`config.mk`:
```
export PLATFORM = sky130hd
export DESIGN_NAME = bus_arbiter_rr4
export DESIGN_NICKNAME = d
export VERILOG_FILES = /design/src/rtl/bus_pkg.sv /design/src/rtl/rr_pick.sv /design/src/rtl/bus_arbiter_rr4.sv
export SDC_FILE = /design/constraint.sdc
export NUM_CORES = 1
export LEC_CHECK = 0
export ABC_AREA = 0
export BUFFER_PORTS_ARGS = -buffer_cell sky130_fd_sc_hd__clkbuf_2
export CORE_UTILIZATION = 46
export DETAILED_ROUTE_END_ITERATION = 7
export PLACE_DENSITY = 0.8
export SLEW_MARGIN = 0
export SYNTH_ARGS = -nofsm -noshare
export SYNTH_HDL_FRONTEND = slang
export SYNTH_SLANG_ARGS = --single-unit
```
`constraint.sdc`:
```
create_clock -name clk -period 2.2 [get_ports clk]
set_clock_uncertainty 0.05 [all_clocks]
set_input_delay 0.44 -clock clk [delete_from_list [all_inputs] [get_ports clk]]
set_output_delay 0.44 -clock clk [all_outputs]
set_load 0.1 [all_outputs]
```
`src/rtl/bus_pkg.sv`:
```
// Shared types and helpers for the four-master round-robin bus arbiter.
package bus_pkg;

  localparam int unsigned NUM_MASTER = 4;
  localparam int unsigned MSEL_W     = 2;

  typedef enum logic {
    IDLE,
    GRANT
  } state_t;

  function automatic logic [NUM_MASTER-1:0] onehot2(input logic [MSEL_W-1:0] idx);
    onehot2 = 4'b0001 << idx;
  endfunction

endpackage

```
`src/rtl/rr_pick.sv`:
```
// Rotating priority encoder: first set bit of req scanning ptr, ptr+1, ... mod 4.
module rr_pick
  import bus_pkg::*;
(
  input  logic [NUM_MASTER-1:0] req,
  input  logic [MSEL_W-1:0]     ptr,
  output logic                  valid,
  output logic [MSEL_W-1:0]     idx
);

  logic [MSEL_W-1:0] cand;

  always_comb begin
    valid = 1'b0;
    idx   = ptr;
    cand  = ptr;
    for (int unsigned i = 0; i < NUM_MASTER; i++) begin
      cand = ptr + MSEL_W'(i);
      if (!valid && req[cand]) begin
        valid = 1'b1;
        idx   = cand;
      end
    end
  end

endmodule

```
`src/rtl/bus_arbiter_rr4.sv`:
```
// Four-master round-robin arbiter with bounded hold time, per-owner lock and
// a mandatory idle turnaround cycle between owners.
module bus_arbiter_rr4
  import bus_pkg::*;
#(
  parameter int unsigned MAX_HOLD = 16,
  parameter int unsigned CNT_W    = (MAX_HOLD > 1) ? $clog2(MAX_HOLD) : 1
) (
  input  logic                  clk,
  input  logic                  reset,
  input  logic [NUM_MASTER-1:0] M_req,
  input  logic [NUM_MASTER-1:0] M_lock,
  output logic [NUM_MASTER-1:0] M_grant,
  output logic [MSEL_W-1:0]     Msel,
  output logic                  busy,
  output logic                  hold_timeout
);

  localparam logic [CNT_W-1:0] CNT_MAX = CNT_W'(MAX_HOLD - 1);

  state_t                  state_q, state_d;
  logic [MSEL_W-1:0]       ptr_q, ptr_d;
  logic [CNT_W-1:0]        hold_cnt_q, hold_cnt_d;
  logic [NUM_MASTER-1:0]   grant_q, grant_d;
  logic [MSEL_W-1:0]       msel_q, msel_d;
  logic                    timeout_q, timeout_d;

  logic                    pick_valid;
  logic [MSEL_W-1:0]       pick_idx;
  logic                    others_waiting;
  logic                    forced;

  rr_pick u_rr_pick (
    .req   (M_req),
    .ptr   (ptr_q),
    .valid (pick_valid),
    .idx   (pick_idx)
  );

  always_ff @(posedge clk) begin
    if (reset) begin
      state_q    <= IDLE;
      ptr_q      <= '0;
      hold_cnt_q <= '0;
      grant_q    <= '0;
      msel_q     <= '0;
      timeout_q  <= 1'b0;
    end else begin
      state_q    <= state_d;
      ptr_q      <= ptr_d;
      hold_cnt_q <= hold_cnt_d;
      grant_q    <= grant_d;
      msel_q     <= msel_d;
      timeout_q  <= timeout_d;
    end
  end

  // Grant, select and pulse are registered, so they are computed here as next values.
  always_comb begin
    state_d        = state_q;
    ptr_d          = ptr_q;
    hold_cnt_d     = hold_cnt_q;
    grant_d        = grant_q;
    msel_d         = msel_q;
    timeout_d      = 1'b0;
    others_waiting = |(M_req & ~onehot2(msel_q));
    forced         = M_req[msel_q] && !M_lock[msel_q] &&
                     (hold_cnt_q == CNT_MAX) && others_waiting;
    unique case (state_q)
      IDLE: begin
        if (pick_valid) begin
          grant_d    = onehot2(pick_idx);
          msel_d     = pick_idx;
          hold_cnt_d = '0;
          state_d    = GRANT;
        end
      end
      GRANT: begin
        if (!M_req[msel_q] || forced) begin
          grant_d   = '0;
          ptr_d     = msel_q + MSEL_W'(1);
          timeout_d = forced;
          state_d   = IDLE;
        end else if (hold_cnt_q != CNT_MAX) begin
          hold_cnt_d = hold_cnt_q + CNT_W'(1);
        end
      end
      default: state_d = IDLE;
    endcase
  end

  always_comb begin
    M_grant      = grant_q;
    Msel         = msel_q;
    busy         = |grant_q;
    hold_timeout = timeout_q;
  end

endmodule

```
==> flow_summary_export.csv, run 1 <==
group,metric,value,unit
critical_path,start_kind,"register",
route,post-route-drc-count,0,
critical_path,arrival,1.52,ns
clock_network,postCtsSetupBuffers,0,
die,die_y,45.67,µm
clock_network,tritoncts,"yes",
power_and_ir_drop,ir_worst_vdd,0.6303,mV
synthesis,netlist_instances,93,
sta,max_freq,496.6,MHz
power_and_ir_drop,power.total,0.0007054,W
sta,tightest_slew,0.5411,ns
placement,io_buffers,17,
critical_path,cp-end-kind,"output port",
synthesis,synth_common_cells,"dfxtp_1 (14), nand2b_1 (7), nor2_1 (6)",
cells_and_area,antenna_cells,0,
route,first_pass_iters,4,
die,core-area,1764,µm²
sta,slew_headroom,64.08,%
synthesis,yosysMostFrequentCell,"dfxtp_1",
sta,setup_tns,0,ns
global_routing,grt_pass1_vias,705,
synthesis,ys_seq_elements,14,
synthesis,synth_area_per_cell,9.431,µm²
route,wl_per_cell,14.35,µm
cells_and_area,area_delta_synth_final,17.55,%
placement,dp_slack,0.1386,ns
synthesis,yosys.area.top_type,"dfxtp_1",
global_routing,grt_use_total,21.39,%
route,postRouteAntennaNets,0,
sta,fin_crit,2.014,ns
sta,grt_setup_unrepaired,"no",
job,max_cap_violations,0,
clock_network,clk_latency,0.28,ns
die,num_rows,15,
outcome,status,"complete, no violations",
clock_network,cts_buffers,3,
critical_path,crit_type,"register to output port",
placement,gp_congestion,0.8224,
critical_path,required,1.71,ns
cells_and_area,nets,128,
global_routing,antenna_found_initial,0,
sta,fin_crit_sh,91.53,%
global_routing,grt_pass1_wl,3167,µm
synthesis,syn_nets,108,
clock_network,cts.sinks,14,
sta,setup_viol,0,
clock_network,cts_resized,0,
cells_and_area,drive_gt1_share,24.11,%
global_routing,grt_max_degree,18,
synthesis,synthArstFlopShare,0,%
sta,report.final.slew_viol_count,0,
clock_network,clk_pin_slew,0.09,ns
clock_network,clock_path_buffers,2,
route,drt-initial-drc-count,28,
power_and_ir_drop,powerDensity,684.2,nW/µm²
worst_hold_path,hold_class,"primary input to register",
route,viasPerCell,5.949,
synthesis,ys.flop_type,"dfxtp_1",
synthesis,synth-seq-area-share,31.95,%
synthesis,ys_types,36,
global_routing,grt_overflow,0,
worst_hold_path,hp-start,"reset",
critical_path,worstPathMaxFanout,3,
die,start_util,49.72,%
die,die_area,2085,µm²
placement,dp_hpwl,1456,µm
route,wl,1966,µm
synthesis,yosys_warnings,0,
die,io_pins,18,
critical_path,crit_start,"M_grant[3]$_SDFFE_PP0P_",
synthesis,synthTopCellsByArea,"dfxtp_1 (32%), ha_1 (7.1%), nand2b_1 (5.0%), nand3b_1 (4.3%), o32ai_1 (4.0%)",
critical_path,rr_startpoint,"Msel[0]$_SDFFE_PP0P_",
sta,setup_slack,0.1863,ns
power_and_ir_drop,p_leak,0.4349,nW
synthesis,synth_top_area_share,31.95,%
clock_network,postCtsHoldBufs,0,
route,vias,815,
clock_network,htreeDepth,1,
sta,hold_viol_final,0,
synthesis,synth-edff-count,0,
die,die_x,45.67,µm
synthesis,syn_area,877.1,µm²
sta,finalHoldWorstSlack,0.4759,ns
clock_network,cts_root_buf,"clkbuf_4",
[flip-flops by register name (all words and copies together) (netlist names)]
signal / flops
hold_timeout: 1
hold_cnt_q: 4
state_q: 1
Msel: 2
M_grant: 4
ptr_q: 2
[cell families after synthesis]
family | count (synthesis) | share of synthesized area [%]
DFF | 14 | 31.95
xor gates and xnor gates | 2 | 1.998
and+or+nand+nor | 41 | 27.25
muxes | 4 | 8.416
adders and majority gates | 5 | 7.133
buffers and inverters | 6 | 2.568
AOI/OAI and AO/OA | 21 | 20.69
[routing by layer]
layer	global-route usage, %	vias up	wire length [µm]	share of wire (%)
li1	-	400	-	-
met1	26.16	382	873	44
met2	36.29	29	983	50
met3	5.159	4	91	4.6
met4	7.273	0	17	0.86
met5	0	-	0	0
[where the power goes]
| part | leakage [nW] | switching, W | total, W | internal (W) |
|---|---|---|---|---|
| clock network | 0.0210 | 0.0000892 | 0.000190 | 0.000101 |
| logic | 0.299 | 0.000164 | 0.000230 | 0.0000655 |
| registers | 0.115 | 0.0000184 | 0.000286 | 0.000267 |
[placed cells by master (no fill, tap or decap), types with 2 or more instances in the layout]
cell type  Yosys  routed
xor2_1         2       2
a21oi_1        4       4
o21ai_0        2       2
nor2b_1        4       4
clkbuf_2       0      17
clkbuf_4       0       3
nor3_1         2       2
nand4b_1       3       3
nand2b_1       7       7
o32ai_1        4       4
nand3b_1       5       5
nand2_1        5       5
inv_1          4       4
nand3_1        3       3
ha_1           5       5
nor2_1         6       6
dfxtp_1       14      12
[critical path, stage by stage (launching register included)]
cell      delay (ns)
dfxtp_1         0.34
or4_4           0.52
clkbuf_2        0.38
[path summary, 6_finish.rpt]
kind	to	slack, ns	cells after the start
max	busy	0.19	2
min	Msel[0]$_SDFFE_PP0P_	0.48	2
max reg2reg	ptr_q[0]$_SDFFE_PP0P_	0.21	3
min reg2reg	M_grant[2]$_SDFFE_PP0P_	0.48	2
[final cells by class]
class / instances / area (µm²)
Inverter: 4 / 15.01
Timing Repair Buffer: 17 / 85.08
Fill cell: 170 / 733.2
Clock buffer: 4 / 36.28
Sequential cell: 14 / 285.3
Tap cell: 25 / 31.28
Multi-Input combinational cell: 73 / 578.1
[stage by stage]
step           area (µm²)  cells  util [%]
3_5_place_dp        994.7    133     56.38
3_3_place_gp        994.7    133     56.38
6_report             1031    137     58.44
2_1_floorplan       885.9     93         -
5_1_grt              1031    137     58.44
4_1_cts              1031    137     58.44
(Power assumes the default switching activity.)
==> run 2, diff against run 1 <==
- GPL_ROUTABILITY_DRIVEN: default -> 0
- GPL_TIMING_DRIVEN: default -> 0
==> flow_summary_export.csv, run 2 (synthesis results as in run 1) <==
group,metric,value,unit
critical_path,critPathSlowestCell,"mux4_2",
placement,dp_hpwl,1414,µm
clock_network,postCtsHoldBufs,0,
global_routing,grt_pass1_vias,737,
sta,hold_viol_final,0,
critical_path,max_stage_delay,0.57,ns
sta,fin_crit,2.016,ns
cells_and_area,antenna_cells,0,
critical_path,reg2reg_slack,0.18,ns
critical_path,arrival,2.15,ns
cells_and_area,final_common_cell,"clkbuf_2",
route,wl_per_cell,14.31,µm
placement,placed_area,1002,µm²
sta,tightest_slew,0.5430,ns
die,start_util,49.72,%
sta,setup_tns,0,ns
critical_path,crit_start,"Msel[0]$_SDFFE_PP0P_",
route,vias,802,
sta,finalHoldWorstSlack,0.4719,ns
power_and_ir_drop,p_leak,0.4373,nW
clock_network,cts_root_buf,"clkbuf_4",
clock_network,cts_buffers,3,
critical_path,r2r_end,"ptr_q[0]$_SDFFE_PP0P_",
clock_network,clk_pin_slew,0.10,ns
clock_network,clk_latency,0.30,ns
sta,max_freq,495.9,MHz
die,io_pins,18,
route,postRouteAntennaNets,0,
sta,setup_viol,0,
critical_path,r2r_cells,3,
sta,fin_crit_sh,91.66,%
placement,io_buffers,17,
global_routing,grt_use_total,22.61,%
cells_and_area,nets,130,
global_routing,grt_max_degree,11,
power_and_ir_drop,power.total,0.0007130,W
critical_path,endpoint,"ptr_q[0]$_SDFFE_PP0P_",
clock_network,tritoncts,"yes",
sta,report.final.slew_viol_count,0,
critical_path,cp-end-kind,"register",
sta,grt_setup_unrepaired,"no",
critical_path,start_kind,"register",
critical_path,critical-path-top-delay-family,"multiplexers",
route,viasPerCell,5.770,
die,num_rows,15,
cells_and_area,final_core_util,58.87,%
route,drt-initial-drc-count,22,
route,post-route-drc-count,0,
critical_path,crit_type,"register to register",
critical_path,rr_startpoint,"Msel[0]$_SDFFE_PP0P_",
die,die_x,45.67,µm
route,wl,1989,µm
cells_and_area,area_delta_synth_final,18.40,%
sta,slew_headroom,63.95,%
clock_network,htreeDepth,1,
critical_path,worstPathMaxFanout,8,
global_routing,grt_pass1_wl,3318,µm
worst_hold_path,hold_class,"register to register",
cells_and_area,fin_area,1039,µm²
global_routing,grt_overflow,0,
job,max_cap_violations,0,
critical_path,cp.depth,3,
critical_path,cp_num_buf_inv,0,
power_and_ir_drop,powerDensity,686.6,nW/µm²
clock_network,cts_resized,0,
clock_network,clock_path_buffers,2,
cells_and_area,drive_gt1_share,23.68,%
critical_path,required,2.34,ns
clock_network,postCtsSetupBuffers,0,
outcome,status,"complete, no violations",
die,core-area,1764,µm²
power_and_ir_drop,ir_worst_vdd,0.6029,mV
global_routing,antenna_found_initial,0,
cells_and_area,most-common-layout-cells,"clkbuf_2 (17), dfxtp_1 (12), nand2b_1 (7)",
die,die_y,45.67,µm
clock_network,cts.sinks,14,
die,die_area,2085,µm²
route,first_pass_iters,4,
critical_path,cp_cell_sequence,"mux4_2, o41ai_4, mux2_4",
==> run 2: cell count changes in the layout (fill, tap and decap cells not counted), sizes merged <==
cell,previous run,this run
clkbuf,21,23
==> run 2: layout make-up <==
class	count	area (µm²)
clock buffer	4	36.28
timing repair buffer	17	85.08
multi-input combinational	73	578.1
fill	172	725.7
buffer	2	7.507
inverter	4	15.01
tap	25	31.28
sequential	14	285.3
==> run 2: worst min path at each step <==
stage	slack (ns)	end	cells past startpoint	startpoint
floorplan	0.44	hold_cnt_q[1]$_SDFFE_PP0P_	2	hold_cnt_q[1]$_SDFFE_PP0P_
finish	0.47	Msel[1]$_SDFFE_PP0P_	2	Msel[1]$_SDFFE_PP0P_
global placement	0.45	Msel[1]$_SDFFE_PP0P_	2	Msel[1]$_SDFFE_PP0P_
detailed placement	0.46	Msel[1]$_SDFFE_PP0P_	2	Msel[1]$_SDFFE_PP0P_
CTS	0.48	Msel[1]$_SDFFE_PP0P_	2	Msel[1]$_SDFFE_PP0P_
global route	0.49	Msel[1]$_SDFFE_PP0P_	2	Msel[1]$_SDFFE_PP0P_
==> run 2: power by group <==
part | total, W | leakage [nW] | switching [W] | internal, W
Sequential | 0.000283 | 0.115 | 0.0000155 | 0.000267
Clock | 0.000197 | 0.0210 | 0.0000960 | 0.000101
Combinational | 0.000233 | 0.301 | 0.000167 | 0.0000659
==> run 2: worst min-delay path: cells and delay by family (launching register included) <==
family	cells	cell delay (ns)
simple gates	1	0.07
flops	1	0.37
compound gates	1	0.05
==> run 2: layer usage <==
metal  track usage (%)  wire length, µm  vias to the layer above
li1                  -                -                      402
met1             28.78              943                      378
met2             35.14              942                       18
met3             4.762               76                        4
met4             12.73               26                        0
met5                 0                0                        -
==> run 2: metrics by stage <==
| step | std cells | worst slack (ns) |
|---|---|---|
| 2_1_floorplan | 93 | 0.04086 |
| 3_3_place_gp | 135 | 0.1554 |
| 3_5_place_dp | 135 | 0.1335 |
| 4_1_cts | 139 | 0.1803 |
| 5_1_grt | 139 | 0.1310 |
| 6_report | 139 | 0.1836 |
==> run 3, diff against run 2 <==
==> constraint.sdc (replaced) <==
create_clock -name clk -period 2.2 [get_ports clk]
set_clock_uncertainty 0.05 [all_clocks]
set_input_delay 0.11 -clock clk [delete_from_list [all_inputs] [get_ports clk]]
set_output_delay 0.11 -clock clk [all_outputs]
set_load 0.1 [all_outputs]
==> flow_summary_export.csv, run 3 (synthesis results as in run 1) <==
group,metric,value,unit
outcome,status,"complete, no violations",
sta,tightest_slew,0.5409,ns
critical_path,cp_cell_sequence,"mux4_2, o41ai_4, mux2_4",
critical_path,max_stage_delay,0.57,ns
cells_and_area,nets,130,
placement,dp_hpwl,1413,µm
clock_network,clock_path_buffers,2,
sta,fin_crit_sh,90.44,%
sta,setup_tns,0,ns
sta,hold_viol_final,0,
power_and_ir_drop,p_leak,0.4376,nW
placement,io_buffers,17,
critical_path,worstPathMaxFanout,8,
cells_and_area,multi_input_area,574.3,µm²
sta,max_freq,502.6,MHz
cells_and_area,drive_gt1_share,22.81,%
critical_path,rr_startpoint,"Msel[0]$_SDFFE_PP0P_",
critical_path,critical-path-top-delay-family,"multiplexers",
cells_and_area,nFillCells,172,
route,postRouteAntennaNets,0,
critical_path,crit_type,"register to register",
critical_path,arrival,2.13,ns
route,post-route-drc-count,0,
critical_path,cp_num_buf_inv,0,
worst_hold_path,holdPathStages,3,
clock_network,clk_latency,0.29,ns
job,max_cap_violations,0,
critical_path,required,2.34,ns
route,wl,1915,µm
die,die_y,45.67,µm
clock_network,clk_pin_slew,0.09,ns
worst_hold_path,hold-path-endpoint,"ptr_q[1]$_SDFFE_PP0P_",
clock_network,cts_root_buf,"clkbuf_4",
power_and_ir_drop,powerDensity,681.8,nW/µm²
die,num_rows,15,
die,core-area,1764,µm²
worst_hold_path,hp-start,"reset",
cells_and_area,most-common-layout-cells,"clkbuf_2 (17), dfxtp_1 (12), nand2b_1 (7)",
route,drt-initial-drc-count,30,
clock_network,cts.sinks,14,
global_routing,antenna_found_initial,0,
die,die_area,2085,µm²
route,wl_per_cell,13.78,µm
sta,report.final.slew_viol_count,0,
critical_path,critPathSlowestCell,"mux4_2",
clock_network,cts_buffers,3,
critical_path,start_kind,"register",
clock_network,cts_resized,0,
global_routing,grt_max_degree,11,
worst_hold_path,hold_class,"primary input to register",
critical_path,r2r_end,"ptr_q[0]$_SDFFE_PP0P_",
global_routing,grt_overflow,0,
sta,slew_headroom,64.10,%
sta,grt_setup_unrepaired,"no",
global_routing,grt_pass1_vias,763,
critical_path,reg2reg_slack,0.21,ns
cells_and_area,final_common_cell,"clkbuf_2",
route,first_pass_iters,4,
route,vias,809,
global_routing,grt_pass1_wl,3111,µm
power_and_ir_drop,ir_worst_vdd,0.5558,mV
die,die_x,45.67,µm
placement,placed_area,998.5,µm²
critical_path,r2r_cells,3,
clock_network,postCtsHoldBufs,0,
die,io_pins,18,
clock_network,tritoncts,"yes",
route,viasPerCell,5.820,
cells_and_area,fin_area,1035,µm²
sta,fin_crit,1.990,ns
cells_and_area,antenna_cells,0,
critical_path,cp.depth,3,
global_routing,grt_use_total,20.86,%
sta,setup_viol,0,
clock_network,postCtsSetupBuffers,0,
critical_path,cp-end-kind,"register",
cells_and_area,area_delta_synth_final,17.97,%
cells_and_area,seq_area,285.3,µm²
die,start_util,49.72,%
clock_network,htreeDepth,1,
[run 3: how the worst max path moves through the flow]
stage | startpoint | slack [ns] | endpoint
after floorplan | Msel[1]$_SDFFE_PP0P_ | 0.04 | ptr_q[0]$_SDFFE_PP0P_
after global placement | Msel[0]$_SDFFE_PP0P_ | 0.24 | ptr_q[0]$_SDFFE_PP0P_
final | Msel[0]$_SDFFE_PP0P_ | 0.21 | ptr_q[0]$_SDFFE_PP0P_
after global routing | Msel[0]$_SDFFE_PP0P_ | 0.18 | ptr_q[0]$_SDFFE_PP0P_
after detailed placement | Msel[0]$_SDFFE_PP0P_ | 0.22 | ptr_q[0]$_SDFFE_PP0P_
after CTS | Msel[0]$_SDFFE_PP0P_ | 0.20 | ptr_q[0]$_SDFFE_PP0P_
[run 3: tightest hold or removal path: cells and delay by family]
kind / cells / cell delay, ns
multiplexers: 1 / 0.06
AND/OR/NAND/NOR: 1 / 0.12
buffers and inverters: 1 / 0.16
[run 3: layout make-up]
type	count	area share [%]
tap	25	3.023
clock buffer	4	3.507
inverter	4	1.451
buffer	2	0.7255
timing repair buffer	17	8.223
sequential	14	27.57
multi-input combinational	73	55.50
[run 3: report_power, final]
group / internal (W) / switching (W)
sequential: 0.000267 / 0.0000155
combinational: 0.0000626 / 0.000167
clock: 0.000101 / 0.0000925
[run 3: layer usage]
layer  up-vias  GRT usage (%)  share of wire, %
met2        34          35.71                47
met4         0          10.30               1.4
met1       371          24.82                45
met5         -              0                 0
li1        398              -                 -
met3         6          3.571               6.4
[run 3: per-stage QoR]
step           instances  hold slack (ns)  utilization (%)  setup slack [ns]  total power, W
3_3_place_gp         135           0.4401            56.60            0.2378       0.0005102
6_report             139           0.1535            58.65            0.2103       0.0007054
5_1_grt              139           0.1765            58.65            0.1779       0.0007330
3_5_place_dp         135           0.4601            56.60            0.2201       0.0005157
2_1_floorplan         93           0.2403                -           0.04086       0.0004680
4_1_cts              139           0.1614            58.65            0.2037       0.0007045
